File: src/rtl/ascii_stream_ctrl_pkg.sv
// Shared types and character constants for the ASCII stream controller.
package ascii_stream_ctrl_pkg;

  typedef enum logic [1:0] {
    ST_IDLE  = 2'd0,
    ST_CLEAR = 2'd1,
    ST_GEN   = 2'd2,
    ST_FIN   = 2'd3
  } state_e;

  localparam logic [7:0] ASCII_SPACE     = 8'h20;
  localparam logic [7:0] ASCII_QMARK     = 8'h3F;
  localparam logic [7:0] ASCII_PRINT_MIN = 8'h20;
  localparam logic [7:0] ASCII_PRINT_MAX = 8'h7E;

  // Non-printable characters are replaced so the display never shows control codes.
  function automatic logic [7:0] printable_or_qmark(input logic [7:0] ch);
    return (ch >= ASCII_PRINT_MIN && ch <= ASCII_PRINT_MAX) ? ch : ASCII_QMARK;
  endfunction

endpackage

File: src/rtl/text_cursor.sv
// Text cursor: row/column position plus the matching linear buffer address.
module text_cursor #(
  parameter int COLS   = 40,
  parameter int ROWS   = 15,
  parameter int ADDR_W = 10
) (
  input  logic                     clk,
  input  logic                     reset_n,
  input  logic                     advance,
  input  logic                     home,
  output logic [$clog2(ROWS)-1:0]  row,
  output logic [$clog2(COLS)-1:0]  col,
  output logic [ADDR_W-1:0]        addr
);

  localparam int RW = $clog2(ROWS);
  localparam int CW = $clog2(COLS);

  logic last_col;
  logic last_row;

  assign last_col = (col == CW'(COLS - 1));
  assign last_row = (row == RW'(ROWS - 1));

  // addr tracks row*COLS+col incrementally so no multiplier is needed.
  always_ff @(posedge clk or negedge reset_n) begin
    if (!reset_n) begin
      row  <= '0;
      col  <= '0;
      addr <= '0;
    end else if (home) begin
      row  <= '0;
      col  <= '0;
      addr <= '0;
    end else if (advance) begin
      if (last_col) begin
        col <= '0;
        if (last_row) begin
          row  <= '0;
          addr <= '0;
        end else begin
          row  <= row + RW'(1);
          addr <= addr + ADDR_W'(1);
        end
      end else begin
        col  <= col + CW'(1);
        addr <= addr + ADDR_W'(1);
      end
    end
  end

endmodule

File: src/rtl/ascii_stream_ctrl.sv
// Streams generator characters into a COLS x ROWS text buffer, with a blanking
// (clear) sequence and a run-length-bounded generation mode.
module ascii_stream_ctrl
  import ascii_stream_ctrl_pkg::*;
#(
  parameter int COLS   = 40,
  parameter int ROWS   = 15,
  parameter int ADDR_W = 10
) (
  input  logic                     clk,
  input  logic                     reset_n,
  input  logic                     start,
  input  logic                     clear,
  input  logic [11:0]              run_len,
  output logic                     gen_execute,
  input  logic                     gen_valid,
  input  logic [7:0]               gen_ascii,
  output logic                     buf_we,
  output logic [ADDR_W-1:0]        buf_addr,
  output logic [7:0]               buf_wdata,
  output logic                     busy,
  output logic                     done,
  output logic [11:0]              char_count,
  output logic [$clog2(ROWS)-1:0]  cursor_row,
  output logic [$clog2(COLS)-1:0]  cursor_col,
  output state_e                   dbg_state
);

  localparam logic [ADDR_W-1:0] LAST_ADDR = ADDR_W'(COLS * ROWS - 1);

  // Generator handshake: gen_execute is the ready side, gen_valid the valid side.
  // A character transfers on every clock edge where both are high; there is no
  // other backpressure, and gen_valid while gen_execute is low is discarded.

  state_e             state_q, state_d;
  logic [11:0]        run_len_q;
  logic [11:0]        count_next;
  logic [ADDR_W-1:0]  cur_addr;
  logic               cur_advance, cur_home;
  logic               wr_issue;
  logic [7:0]         wr_data;
  logic               count_clr, accept;

  text_cursor #(.COLS(COLS), .ROWS(ROWS), .ADDR_W(ADDR_W)) u_cursor (
    .clk     (clk),
    .reset_n (reset_n),
    .advance (cur_advance),
    .home    (cur_home),
    .row     (cursor_row),
    .col     (cursor_col),
    .addr    (cur_addr)
  );

  assign count_next  = (char_count == 12'hFFF) ? char_count : char_count + 12'd1;
  assign gen_execute = (state_q == ST_GEN);
  assign busy        = (state_q != ST_IDLE);
  assign done        = (state_q == ST_FIN);
  assign dbg_state   = state_q;

  always_ff @(posedge clk or negedge reset_n) begin
    if (!reset_n) state_q <= ST_IDLE;
    else          state_q <= state_d;
  end

  always_comb begin
    state_d     = state_q;
    cur_advance = 1'b0;
    cur_home    = 1'b0;
    wr_issue    = 1'b0;
    wr_data     = ASCII_SPACE;
    count_clr   = 1'b0;
    accept      = 1'b0;
    case (state_q)
      ST_IDLE: begin
        if (clear) begin
          state_d   = ST_CLEAR;
          cur_home  = 1'b1;
          count_clr = 1'b1;
        end else if (start) begin
          if (run_len != 12'd0) begin
            state_d   = ST_GEN;
            count_clr = 1'b1;
          end else begin
            state_d = ST_FIN;
          end
        end
      end
      ST_CLEAR: begin
        // Leave only once the last blank is on the bus so done trails it by a cycle.
        if (buf_we && buf_addr == LAST_ADDR) begin
          state_d = ST_FIN;
        end else begin
          wr_issue    = 1'b1;
          cur_advance = 1'b1;
        end
      end
      ST_GEN: begin
        if (gen_valid) begin
          accept      = 1'b1;
          wr_issue    = 1'b1;
          wr_data     = printable_or_qmark(gen_ascii);
          cur_advance = 1'b1;
          if (count_next == run_len_q) state_d = ST_FIN;
        end
      end
      ST_FIN:  state_d = ST_IDLE;
      default: state_d = ST_IDLE;
    endcase
  end

  always_ff @(posedge clk or negedge reset_n) begin
    if (!reset_n) begin
      buf_we     <= 1'b0;
      buf_addr   <= '0;
      buf_wdata  <= '0;
      char_count <= '0;
      run_len_q  <= '0;
    end else begin
      buf_we <= wr_issue;
      if (wr_issue) begin
        buf_addr  <= cur_addr;
        buf_wdata <= wr_data;
      end
      if (count_clr) begin
        char_count <= '0;
        run_len_q  <= run_len;
      end else if (accept) begin
        char_count <= count_next;
      end
    end
  end

endmodule

File: config.mk
export PLATFORM = sky130hd
export DESIGN_NAME = ascii_stream_ctrl
export DESIGN_NICKNAME = d
export VERILOG_FILES = /design/src/rtl/ascii_stream_ctrl_pkg.sv /design/src/rtl/text_cursor.sv /design/src/rtl/ascii_stream_ctrl.sv
export SDC_FILE = /design/constraint.sdc
export NUM_CORES = 1
export LEC_CHECK = 0
export ABC_AREA = 1
export CAP_MARGIN = 5
export CORE_MARGIN = 4
export CORE_UTILIZATION = 50
export DETAILED_ROUTE_END_ITERATION = 10
export PLACE_DENSITY = 0.77
export SLEW_MARGIN = 15
export SYNTH_ARGS = -nofsm -noshare
export SYNTH_HDL_FRONTEND = slang
export SYNTH_SLANG_ARGS = --single-unit
File: constraint.sdc
create_clock -name clk -period 2.7 [get_ports clk]
set_clock_uncertainty 0.05 [all_clocks]
set_input_delay 0.27 -clock clk [delete_from_list [all_inputs] [get_ports clk]]
set_output_delay 0.27 -clock clk [all_outputs]
set_load 0.01 [all_outputs]
==> key figures <==
Floorplan
  • Die ar.: 8810 µm²
  • # IOs: 71
  • Core area: 7210 µm²
  • Die height: 93.9 µm
  • Initial Util: 51.1%
  • Die X: between 90 and 100 µm
  • Row cnt: 31

Global route
  • Gr usage total: between 20 and 25%
  • Initial antenna violation count: 0
  • Vias in the first global route: about 3.4k
  • Largest net degree at the start of global routing: 66
  • First-pass GRT wire length: 15600 µm
  • Grt total ovfl: 0

Routing
  • Antenna-violating nets left: 0
  • Via/cell ratio: 5.15
  • DRC: 0
  • WL/cell: 13.6 µm
  • Via count: between 3k and 4k
  • 1st-pass router iterations: 4
  • Detailed Route WL: 9150 µm
  • DRT iter0 DRCs: 232

Setup path
  • Flop-to-flop setup slack: 0.39 ns
  • CP max FO: 22
  • R2r worst-path depth: 15
  • Worst setup SP type: register
  • Critical Path RT: 2.93 ns
  • CP Capture Type: register
  • RR Endpoint: dbg_state[0]
  • Setup Crit Path Kind: reg -> reg
  • R2r startpoint: char_count[0]
  • CP arrival: 2.54 ns

Logic synthesis
  • Main combinational cell family by area after synthesis: simple AND/OR/NAND/NOR gates
  • Post-synthesis sequential area ratio: 44.1%
  • Post-synth net total: 530
  • Syn avg cell area: 7.45 µm²
  • Fraction of registers with async set/reset: 100%
  • Post-synth EDFFs: 0
  • Synth Area in Adders: 3.39%
  • Mux cell area share after synthesis: 0%
  • YS warnings: 0
  • Mapped Cells: a little under 500
  • Synth Area in Compound Gates: 11.2%
  • Simple-gate share of the synthesized area: 31.2%
  • Synth cell types: 35
  • #FFs+latches synth: 65
  • Synth top area share: 44.1%
  • Largest area contributor in the netlist: dfrtp_1
  • Leading post-synthesis cells by cell area: dfrtp_1, nand2_1, o21ai_0, inv_1, nand3_1
  • Synthesized area: approximately 3700 µm²
  • XOR/XNOR Fraction of Synth Area: 1.66%
  • Ys flop type: dfrtp_1

Placement
  • Detailed Place HPWL: 6980 µm
  • Post-placement cell count: approximately 660
  • # port buffers: 70
  • GP Congestion: 0.948

Timing
  • Worst hold slack: approximately 0.057 ns
  • Period utilization: 85.7%
  • Final Hold Viols: 0
  • Max-slew violations: 0
  • Final Setup Violations: 0
  • Max Freq: 432 MHz
  • Worst-Margin Slew: ~0.84 ns
  • RSZ-0062 raised after global routing: false
  • Fin crit period: approximately 2.3 ns
  • Rel. slew slack: 44.1%
  • Setup TNS: 0 ns

Clock network
  • Setup Buffers After CTS: 0
  • Clk_lat worst skew: 0.34 ns
  • Reg clk slew, reported paths: 0.07 ns
  • Clock sinks: 65
  • Worst-case clock buffer depth: 2
  • CTS tree: built
  • Hold buffer count at cts: 0
  • CTS root buf: clkbuf_8
  • Post_cts resized: 0
  • CTS H-Tree Depth: 3
  • CTS buffer count: 9

Layout
  • Layout cells sized above 1: 6.96%
  • Most frequent cells in the layout: nand2_1, clkdlybuf4s50_1, dfrtp_1
  • Area Growth Syn to Fin: 27.9%
  • Non-Filler Instances: 674
  • Nets@finish: 606
  • Most common cell after layout, fill and taps aside: nand2_1
  • Ant. Diodes: 0

Hold path
  • Class of the worst hold path: in -> async

Status
  • Status: complete, no violations

Run
  • Max-Cap Viols: 0

Power and ir drop
  • Leakage power figure: 2.19 nW
  • Pwr dens: 893 nW/µm²
  • VDD IR-drop max: 441 µV
[report_power, final]
part	internal (W)	switching, W	total (W)
clock network	0.000567	0.000376	0.000943
registers	0.00125	0.000229	0.00148
logic	0.000746	0.00104	0.00179
[cell type report]
class,count,area (µm²)
Fill cell,652,2500
Clock buffer,11,151
Tap cell,99,124
Clock inverter,4,76.3
Sequential cell,65,1630
Inverter,66,248
Multi-Input combinational cell,353,1750
Timing Repair Buffer,76,741
[how the worst max path moves through the flow]
| stage | start | slack, ns | cells after the start | endpoint |
|---|---|---|---|---|
| 3_5_place_dp | run_len[1] | 0.19 | 8 | char_count[8] |
| 5_1_grt | char_count[0] | 0.05 | 15 | dbg_state[1] |
| 3_3_place_gp | run_len[1] | 0.19 | 8 | char_count[1] |
| 2_1_floorplan | char_count[0] | 0.76 | 13 | dbg_state[0] |
| 6_report | char_count[0] | 0.39 | 15 | dbg_state[0] |
| 4_1_cts | char_count[0] | 0.40 | 15 | dbg_state[0] |
[critical path: stages, from the launching register on]
cell	delay, ns
dfrtp_1	0.44
ha_1	0.33
nand2_2	0.11
nor2_4	0.18
nand3_4	0.26
nand2_1	0.18
inv_2	0.05
nand2_1	0.06
nand2_1	0.07
nor2_1	0.12
nand2_1	0.06
nor2_1	0.08
nand2_1	0.06
nand2_1	0.07
nand3_1	0.06
nand2_1	0.07
[cells by family after synthesis]
family,count (synthesis)
AO/OA/AOI/OAI,78
XOR/XNOR,7
adder cells (fa/ha/maj),10
buffers and inverters,77
flip-flops,65
AND/OR/NAND/NOR,258
[cell usage after synthesis, drive strengths merged, types with 3 or more instances]
master and number:
nand2 150, dfrtp 65, inv 65, o21ai 53, nand3 44, nor2 42
a21oi 14, ha 10, nand4 9, clkbuf 6, xor2 6, buf 5
nor4 5, o22ai 5, nor3 3
[stage by stage]
stage	setup slack [ns]	utilization [%]	cell area (µm²)	total power [W]
after floorplan	0.758	-	3690	0.00253
after global placement	0.195	62.2	4490	0.00324
after detailed placement	0.191	62.2	4490	0.00328
after CTS	0.395	65.4	4720	0.00423
after global routing	0.0527	65.4	4720	0.00456
final	0.386	65.4	4720	0.00421
[registers in the layout, summed over array words and instances, names as in the netlist]
| name | cells |
|---|---|
| dbg_state | 2 |
| char_count | 12 |
| buf_wdata | 8 |
| u_cursor.col | 6 |
| u_cursor.row | 4 |
| run_len_q | 12 |
| buf_addr | 10 |
| buf_we | 1 |
| u_cursor.addr | 10 |
[per-layer routing]
metal,track usage (%),wire [µm],share of wire [%],vias up
met5,0,0,0,-
met4,8.18,230,2.5,0
met3,4.17,388,4.2,22
met2,37.0,4510,49,92
met1,28.8,4030,44,1604
li1,-,-,-,1752
No activity file was read; power rests on OpenSTA's default activity.
